==> src/rtl/minmax_pkg.sv <==
// Shared types and default widths for the frame min/max tracker.
package minmax_pkg;

  localparam int unsigned W_DEF     = 4;
  localparam int unsigned CNT_W_DEF = 4;

  typedef enum logic [2:0] {
    S_FIRST   = 3'd0,
    S_WAIT    = 3'd1,
    S_CMP_MAX = 3'd2,
    S_CMP_MIN = 3'd3,
    S_DONE    = 3'd4
  } state_e;

endpackage : minmax_pkg

==> src/rtl/minmax_seq_mag_cmp.sv <==
// W-bit unsigned magnitude comparator; exactly one of eq/gt/lt is high.
module mag_cmp #(
  parameter int unsigned W = 4
) (
  input  logic [W-1:0] a,
  input  logic [W-1:0] b,
  output logic         eq,
  output logic         gt,
  output logic         lt
);

  // Pure combinational compare of a against b.
  always_comb begin
    eq = (a == b);
    gt = (a > b);
    lt = (a < b);
  end

endmodule : mag_cmp

==> src/rtl/minmax_seq.sv <==
// Frame min/max/count sequencer sharing one comparator between max and min passes.
module minmax_seq
  import minmax_pkg::*;
#(
  parameter int unsigned W     = W_DEF,
  parameter int unsigned CNT_W = CNT_W_DEF
) (
  input  logic             clk,
  input  logic             rst_n,
  input  logic             in_valid,
  output logic             in_ready,
  input  logic [W-1:0]     in_data,
  input  logic             in_last,
  output logic             out_valid,
  input  logic             out_ready,
  output logic [W-1:0]     out_max,
  output logic [W-1:0]     out_min,
  output logic [CNT_W-1:0] out_count,
  output logic             out_sat
);

  localparam logic [CNT_W-1:0] CNT_MAX = '1;

  state_e           state_q, state_d;
  logic [W-1:0]     hold_q, hold_d;
  logic [W-1:0]     max_q, max_d;
  logic [W-1:0]     min_q, min_d;
  logic [CNT_W-1:0] count_q, count_d;
  logic             sat_q, sat_d;
  logic             last_q, last_d;
  logic             in_ready_q, in_ready_d;
  logic             out_valid_q, out_valid_d;

  logic [W-1:0]     cmp_b;
  logic             cmp_eq, cmp_gt, cmp_lt;
  logic             accept;
  logic             upd_en;

  // Operand select: the held sample is compared against max, then against min.
  always_comb begin
    cmp_b = (state_q == S_CMP_MIN) ? min_q : max_q;
  end

  mag_cmp #(.W(W)) u_cmp (
    .a  (hold_q),
    .b  (cmp_b),
    .eq (cmp_eq),
    .gt (cmp_gt),
    .lt (cmp_lt)
  );

  // Update strobe for the active pass; ties never move max or min.
  always_comb begin
    accept = in_valid && in_ready_q;
    upd_en = !cmp_eq && ((state_q == S_CMP_MAX) ? cmp_gt : cmp_lt);
  end

  // Next-state and datapath register updates.
  always_comb begin
    state_d     = state_q;
    hold_d      = hold_q;
    max_d       = max_q;
    min_d       = min_q;
    count_d     = count_q;
    sat_d       = sat_q;
    last_d      = last_q;
    in_ready_d  = 1'b0;
    out_valid_d = 1'b0;

    case (state_q)
      S_FIRST: begin
        if (accept) begin
          hold_d  = in_data;
          max_d   = in_data;
          min_d   = in_data;
          count_d = CNT_W'(1);
          sat_d   = 1'b0;
          state_d = in_last ? S_DONE : S_WAIT;
        end
      end
      S_WAIT: begin
        if (accept) begin
          hold_d  = in_data;
          last_d  = in_last;
          state_d = S_CMP_MAX;
        end
      end
      S_CMP_MAX: begin
        if (upd_en) max_d = hold_q;
        state_d = S_CMP_MIN;
      end
      S_CMP_MIN: begin
        if (upd_en) min_d = hold_q;
        if (count_q == CNT_MAX) sat_d = 1'b1;
        else                    count_d = count_q + CNT_W'(1);
        state_d = last_q ? S_DONE : S_WAIT;
      end
      S_DONE: begin
        if (out_ready) state_d = S_FIRST;
      end
      default: state_d = S_FIRST;
    endcase

    in_ready_d  = (state_d == S_FIRST) || (state_d == S_WAIT);
    out_valid_d = (state_d == S_DONE);
  end

  // State and datapath registers with synchronous active-low reset.
  always_ff @(posedge clk) begin
    if (!rst_n) begin
      state_q     <= S_FIRST;
      hold_q      <= '0;
      max_q       <= '0;
      min_q       <= '0;
      count_q     <= '0;
      sat_q       <= 1'b0;
      last_q      <= 1'b0;
      in_ready_q  <= 1'b1;
      out_valid_q <= 1'b0;
    end else begin
      state_q     <= state_d;
      hold_q      <= hold_d;
      max_q       <= max_d;
      min_q       <= min_d;
      count_q     <= count_d;
      sat_q       <= sat_d;
      last_q      <= last_d;
      in_ready_q  <= in_ready_d;
      out_valid_q <= out_valid_d;
    end
  end

  assign in_ready  = in_ready_q;
  assign out_valid = out_valid_q;
  assign out_max   = max_q;
  assign out_min   = min_q;
  assign out_count = count_q;
  assign out_sat   = sat_q;

endmodule : minmax_seq

==> config.mk <==
export PLATFORM = sky130hd
export DESIGN_NAME = minmax_seq
export DESIGN_NICKNAME = d
export VERILOG_FILES = /design/src/rtl/minmax_pkg.sv /design/src/rtl/minmax_seq_mag_cmp.sv /design/src/rtl/minmax_seq.sv
export SDC_FILE = /design/constraint.sdc
export NUM_CORES = 1
export LEC_CHECK = 0
export ABC_AREA = 1
export CORE_MARGIN = 4
export CORE_UTILIZATION = 28
export CTS_BUF_LIST = sky130_fd_sc_hd__clkbuf_4
export CTS_CLUSTER_SIZE = 30
export DETAILED_ROUTE_END_ITERATION = 10
export HOLD_SLACK_MARGIN = 0.02
export PLACE_DENSITY = 0.5
export SYNTH_ARGS = -nofsm -noshare
export SYNTH_HDL_FRONTEND = slang
export SYNTH_SLANG_ARGS = --single-unit
==> constraint.sdc <==
create_clock -name clk -period 3.8 [get_ports clk]
set_clock_uncertainty 0.05 [all_clocks]
set_input_delay 0.57 -clock clk [delete_from_list [all_inputs] [get_ports clk]]
set_output_delay 0.57 -clock clk [all_outputs]
set_load 0.1 [all_outputs]
* Word level (Yosys, flattened, before mapping)
Cells that the tools add are included.
** Operators by class
- $add $sub $neg :: 1
- Bitwise logic cells :: 0
- Equal/unequal tests :: 13
- Mux-type cells :: 18
- Shift operators :: 0
- $mul :: 0
- Reduce and logical (&&, ||, !) cells :: 15
- Div/mod/pow operators :: 0
- $lt $le $gt $ge :: 2
** Operator list (count)
- 4-bit case mux with 2 select lines :: 3
- 4-bit two-way mux :: 5
- 3-bit two-way mux :: 5
- 3-bit case mux with 5 select lines :: 1
- 3-bit AND reduction :: 4
- 2-bit != test, second input constant :: 4
- 3-bit by 1-bit == test with 1-bit output, second input constant :: 2
- 3-bit by 2-bit == test with 1-bit output, second input constant :: 2
- 3-bit == test, second input constant :: 2
- 3-bit zero test :: 2
- 4-bit by 1-bit adder with 4-bit output, second input constant :: 1
- 4-bit == test :: 1
- 4-bit == test, second input constant :: 1
- 4-bit > comparator :: 1
- 4-bit < comparator :: 1
- 2-bit AND reduction :: 2
- 2-bit nonzero test :: 2
- 1-bit two-way mux :: 3
- 1-bit logical AND :: 2
- 2-bit by 1-bit != test with 1-bit output, second input constant :: 1
- 1-bit case mux with 2 select lines :: 1
- 2-bit OR reduction :: 1
- 1-bit zero test :: 1
- 1-bit logical OR :: 1
** Storage, ports and cells
- Bits in writable memories :: 0
- Bits of input ports :: 9
- Memories :: 0
- ROM bits :: 0
- Latch bits :: 0
- Flip-flop bits (word level) :: 23

* Depth between registers and ports, before layout
- Word-level depth :: 7
- Gate-level depth with buffers :: 17
- Gate-level depth less buffers :: 16

* Modules after synthesis
Synthesis repeated with hierarchy kept, for this count alone.
** Second synthesis, totals
- Cells, all modules :: 197
- Area total of the unflattened synthesis :: 1295.0 µm²
** Modules (own cells, without submodules)
- minmax_seq :: cells an instance 177, area an instance 1179.9 µm², instances 1, sequential area each 460.4 µm²
- mag_cmp :: cells an instance 20, area an instance 115.1 µm², instances 1, sequential area each 0.0 µm²

* Least setup slack after synthesis
No wires, ideal clock.
- Path kind :: register to register
- Start :: reg min_q[3] (netlist: out_min[3])
- End :: reg max_q[0] (netlist: out_max[0])
- Library setup time :: 0.117 ns
- Data required time :: 3.633 ns
- Path buffers :: 0
- Data arrival time :: 2.200 ns
- Setup slack :: 1.433 ns
- Stages on the path, launching flop included :: 13
- Path through :: dfxtp_1 inv_1 nand2_1 o21ai_0 ha_1 a21oi_1 nand2_1 nand2_1 nand2_1 nand2_1 inv_1 nor2_1 nor2_1
** On the way
- Word-level cells in the longest chain between the ends :: 6
** Ends and longest elaborated chain
- start: declaration :: RTL line minmax_seq.sv:27 : logic [W-1:0] min_q, min_d;
- start signal: assignment :: RTL line minmax_seq.sv:124 : min_q <= min_d;
- 4-bit two-way mux (*) :: RTL line minmax_seq.sv:41 : cmp_b = (state_q == S_CMP_MIN) ? min_q : max_q;
- 4-bit < comparator (tied with other cells) :: RTL line minmax_seq_mag_cmp.sv:16 : lt = (a < b);
- 1-bit two-way mux or 1-bit zero test (tied branches) :: RTL line minmax_seq.sv:55 : upd_en = !cmp_eq && ((state_q == S_CMP_MAX) ? cmp_gt : cmp_lt);
- 1-bit logical AND (*) :: RTL line minmax_seq.sv:55
- 2-bit != test (no line) (*)
- 3-bit AND reduction (no line) (*)
- end signal: assignment :: RTL line minmax_seq.sv:123 : max_q <= max_d;
- end: declaration :: RTL line minmax_seq.sv:26 : logic [W-1:0] max_q, max_d;
Every way passes the cells marked *; elsewhere a longest branch is shown, timed or not.
A chain may end at the register's enable or synchronous reset.

* Worst setup path in the final report
- Start :: reg count_q[0] (netlist: out_count[0])
- End :: out out_count[0]
** RTL lines
- start: declaration :: RTL line minmax_seq.sv:28 : logic [CNT_W-1:0] count_q, count_d;
- start signal: assignment :: RTL line minmax_seq.sv:125 : count_q <= count_d;
- end: declaration :: RTL line minmax_seq.sv:18 : output logic [CNT_W-1:0] out_count,
No word-level cell between the ends.

==> reports/metrics.cfg <==
[critical_path]
slowest_stage = clkdlybuf4s50_1
path_cells = clkdlybuf4s50_1
crit_type = reg2out
required_ns = 3.18
crit_start = out_count[0]
max_stage_delay_ns = 1.16
cp-end-kind = primary output
crit_buf_inv = 1
start_kind = flip-flop
regToRegStartpoint = state_q[2]
crit_family = buffers and inverters
crit_fanout = 5
crit_arrival_ns = 1.90

[finish]
multiInputGateArea_sq_um = 613.1
drive_above_1_share_pct = 4.500
fin_util_pct = 36.80
diodes = 0
regArea_sq_um = 460.4
area_delta_synth_final_pct = 27.01
nets = 215
final_cell_count_no_fill = 250
nFillCells = 447

[routing]
ant_nets = 0
finalWirelength_microns = 2987
wl_per_cell_microns = 11.95
drc = 0
vias_per_cell = 4.700
drt_first_pass_iters = 4
dr_total_vias = 1175
first_iter_violations = 70

[pwr]
power.total_mw = 0.8136
vdd_ir_drop_max_mv = 0.1929
p_per_area_nw_per_um2 = 548.8
p_leak_nw = 0.6460

[sta]
worstMarginPinSlew_ns = 0.9691
finalMaxSlewViolations = 0
rsz0062_at_grt = false
fmax_ghz = 0.3962
hold_viol_final = 0
min_period_ns = 2.524
setup_viol = 0
max_slew_margin_pct = 35.19
setup_slack_ns = 1.276
fin_setup_tns_ns = 0
timing.final.crit_share_pct = 66.43

[placed_design]
pre_cts_slack_ns = 1.406
placed_cells = 246
gp_congestion = 0.8671
io_buffers = 23
hpwlAfterDp_microns = 2334

[cts]
path_clk_slew_ns = 0.14
root_buffer = clkbuf_4
cts_sinks = 23
cts_resized = 0
cts_setup_buffers = 0
cts_tree = done
cts_max_path_buffers = 2
hold_buffers = 0
h-tree-depth = 1
numCtsBuffers = 3
clock_latency_ns = 0.32

[synth]
yosys-top-cells-area = dfxtp_1, nand2_1, o21ai_0
seq_area_frac_synth_pct = 39.44
yosys_warnings = 0
syn_nets = 189
yosysTopAreaCell = dfxtp_1
syn_avg_cell_area_sq_um = 6.671
synth_area_sq_um = 1167
synthDistinctLibCells = 20
post-synth-top-area-fraction_pct = 39.44
synth-seq-cells = 23
syn_inst = 175

[floorplanning]
rows = 23
fp.dieW_microns = 72.57
die_h_microns = 72.57
initial_core_util_pct = 28.98
ios = 24
die-area_sq_um = 5266
core_area_sq_um = 4029

[outcome]
status = complete, no violations

[global_route]
grt_first_pass_wirelength_microns = 5050
first_global_vias = 1134
overflow = 0
track_usage_pct = 12.21
grt_max_degree = 17
antenna_found_initial = 0

[worst_hold_path]
hp-start = out_count[1]
min-delay-path-class = reg2reg

[job]
drv_cap = 0

[worst reg2reg max path, cell delays in order, from the launching register on]
cell	delay (ns)
dfxtp_1	0.38
inv_1	0.09
nand3_2	0.18
clkinv_1	0.27
o21ai_0	0.26
ha_1	0.28
a21oi_1	0.22
nand2_1	0.10
nand2_1	0.09
nand3_1	0.07
nand2_1	0.06
nand2_1	0.10
nor2_1	0.11
nor2_1	0.06
[layout make-up]
type / instances / share of cell area [%]
inverters: 23 / 5.823
repair buffers: 23 / 15.53
clock buffers: 4 / 2.025
well taps: 50 / 4.219
flip-flops and latches: 23 / 31.05
multi-input cells: 127 / 41.35
[logic make-up after synthesis]
logic type	share of synthesized area [%]
XOR/XNOR	0.7504
AND/OR/NAND/NOR	30.65
adder cells (fa/ha/maj)	5.359
buffers and inverters	8.039
AO/OA/AOI/OAI	15.76
flip-flops	39.44
[power breakdown]
part	switching [mW]	total, mW	internal, mW	leakage, nW
sequential	0.0226	0.295	0.272	0.189
combinational	0.290	0.391	0.101	0.438
clock	0.0792	0.127	0.0482	0.0184
[state kept, by name (all words and copies together), names as in the netlist]
name	cells
hold_q	4
out_count	4
last_q	1
state_q	3
out_sat	1
out_min	4
out_valid	1
in_ready	1
out_max	4
[per-stage QoR]
step	cell area [sq um]	hold WS, ns
final	1483	0.4665
after global routing	1483	0.5013
after CTS	1483	0.4692
after detailed placement	1453	0.4492
after global placement	1453	0.4325
after floorplan	1167	0.4026
[cell usage after synthesis, drive strengths merged]
cell / count
a21oi: 13
a31oi: 1
and3: 1
clkbuf: 2
clkinv: 1
dfxtp: 23
ha: 5
inv: 22
nand2: 39
nand3: 13
nand4: 1
nor2: 27
nor3: 2
nor4: 2
o211ai: 1
o21ai: 21
xnor2: 1
[worst paths after layout]
check / end / slack (ns) / depth (start not counted)
hold reg to reg: out_count[1] / 0.47 / 2
setup / recovery: out_count[0] / 1.28 / 1
setup reg to reg: out_min[3] / 1.37 / 13
hold / removal: out_count[1] / 0.47 / 2
[metal layers]
layer  vias up  GRT usage [%]  wire [microns]
li1        621              -               -
met1       511          16.60            1475
met2        37          18.74            1323
met3         6          1.791             134
met4         0          6.148              54
met5         -              0               0
[cells in the final DEF (no fill, tap or decap)]
| cell type | netlist | layout |
|---|---|---|
| nand3_1 | 12 | 12 |
| inv_1 | 20 | 20 |
| xnor2_1 | 1 | 1 |
| nor2_2 | 2 | 2 |
| o211ai_1 | 1 | 1 |
| dfxtp_1 | 23 | 23 |
| nand4_1 | 1 | 1 |
| clkdlybuf4s50_1 | 0 | 23 |
| clkbuf_4 | 0 | 4 |
| a21oi_1 | 13 | 13 |
| and3_1 | 1 | 1 |
| ha_1 | 5 | 5 |
| inv_2 | 2 | 2 |
| nor2_1 | 25 | 25 |
| nor3_1 | 2 | 2 |
| o21ai_0 | 21 | 21 |
| nand3_2 | 1 | 1 |
| a31oi_1 | 1 | 1 |
| nand2_1 | 39 | 39 |
| nor4_1 | 2 | 2 |
| clkinv_1 | 1 | 1 |
Power figures use the tool's default switching activity.
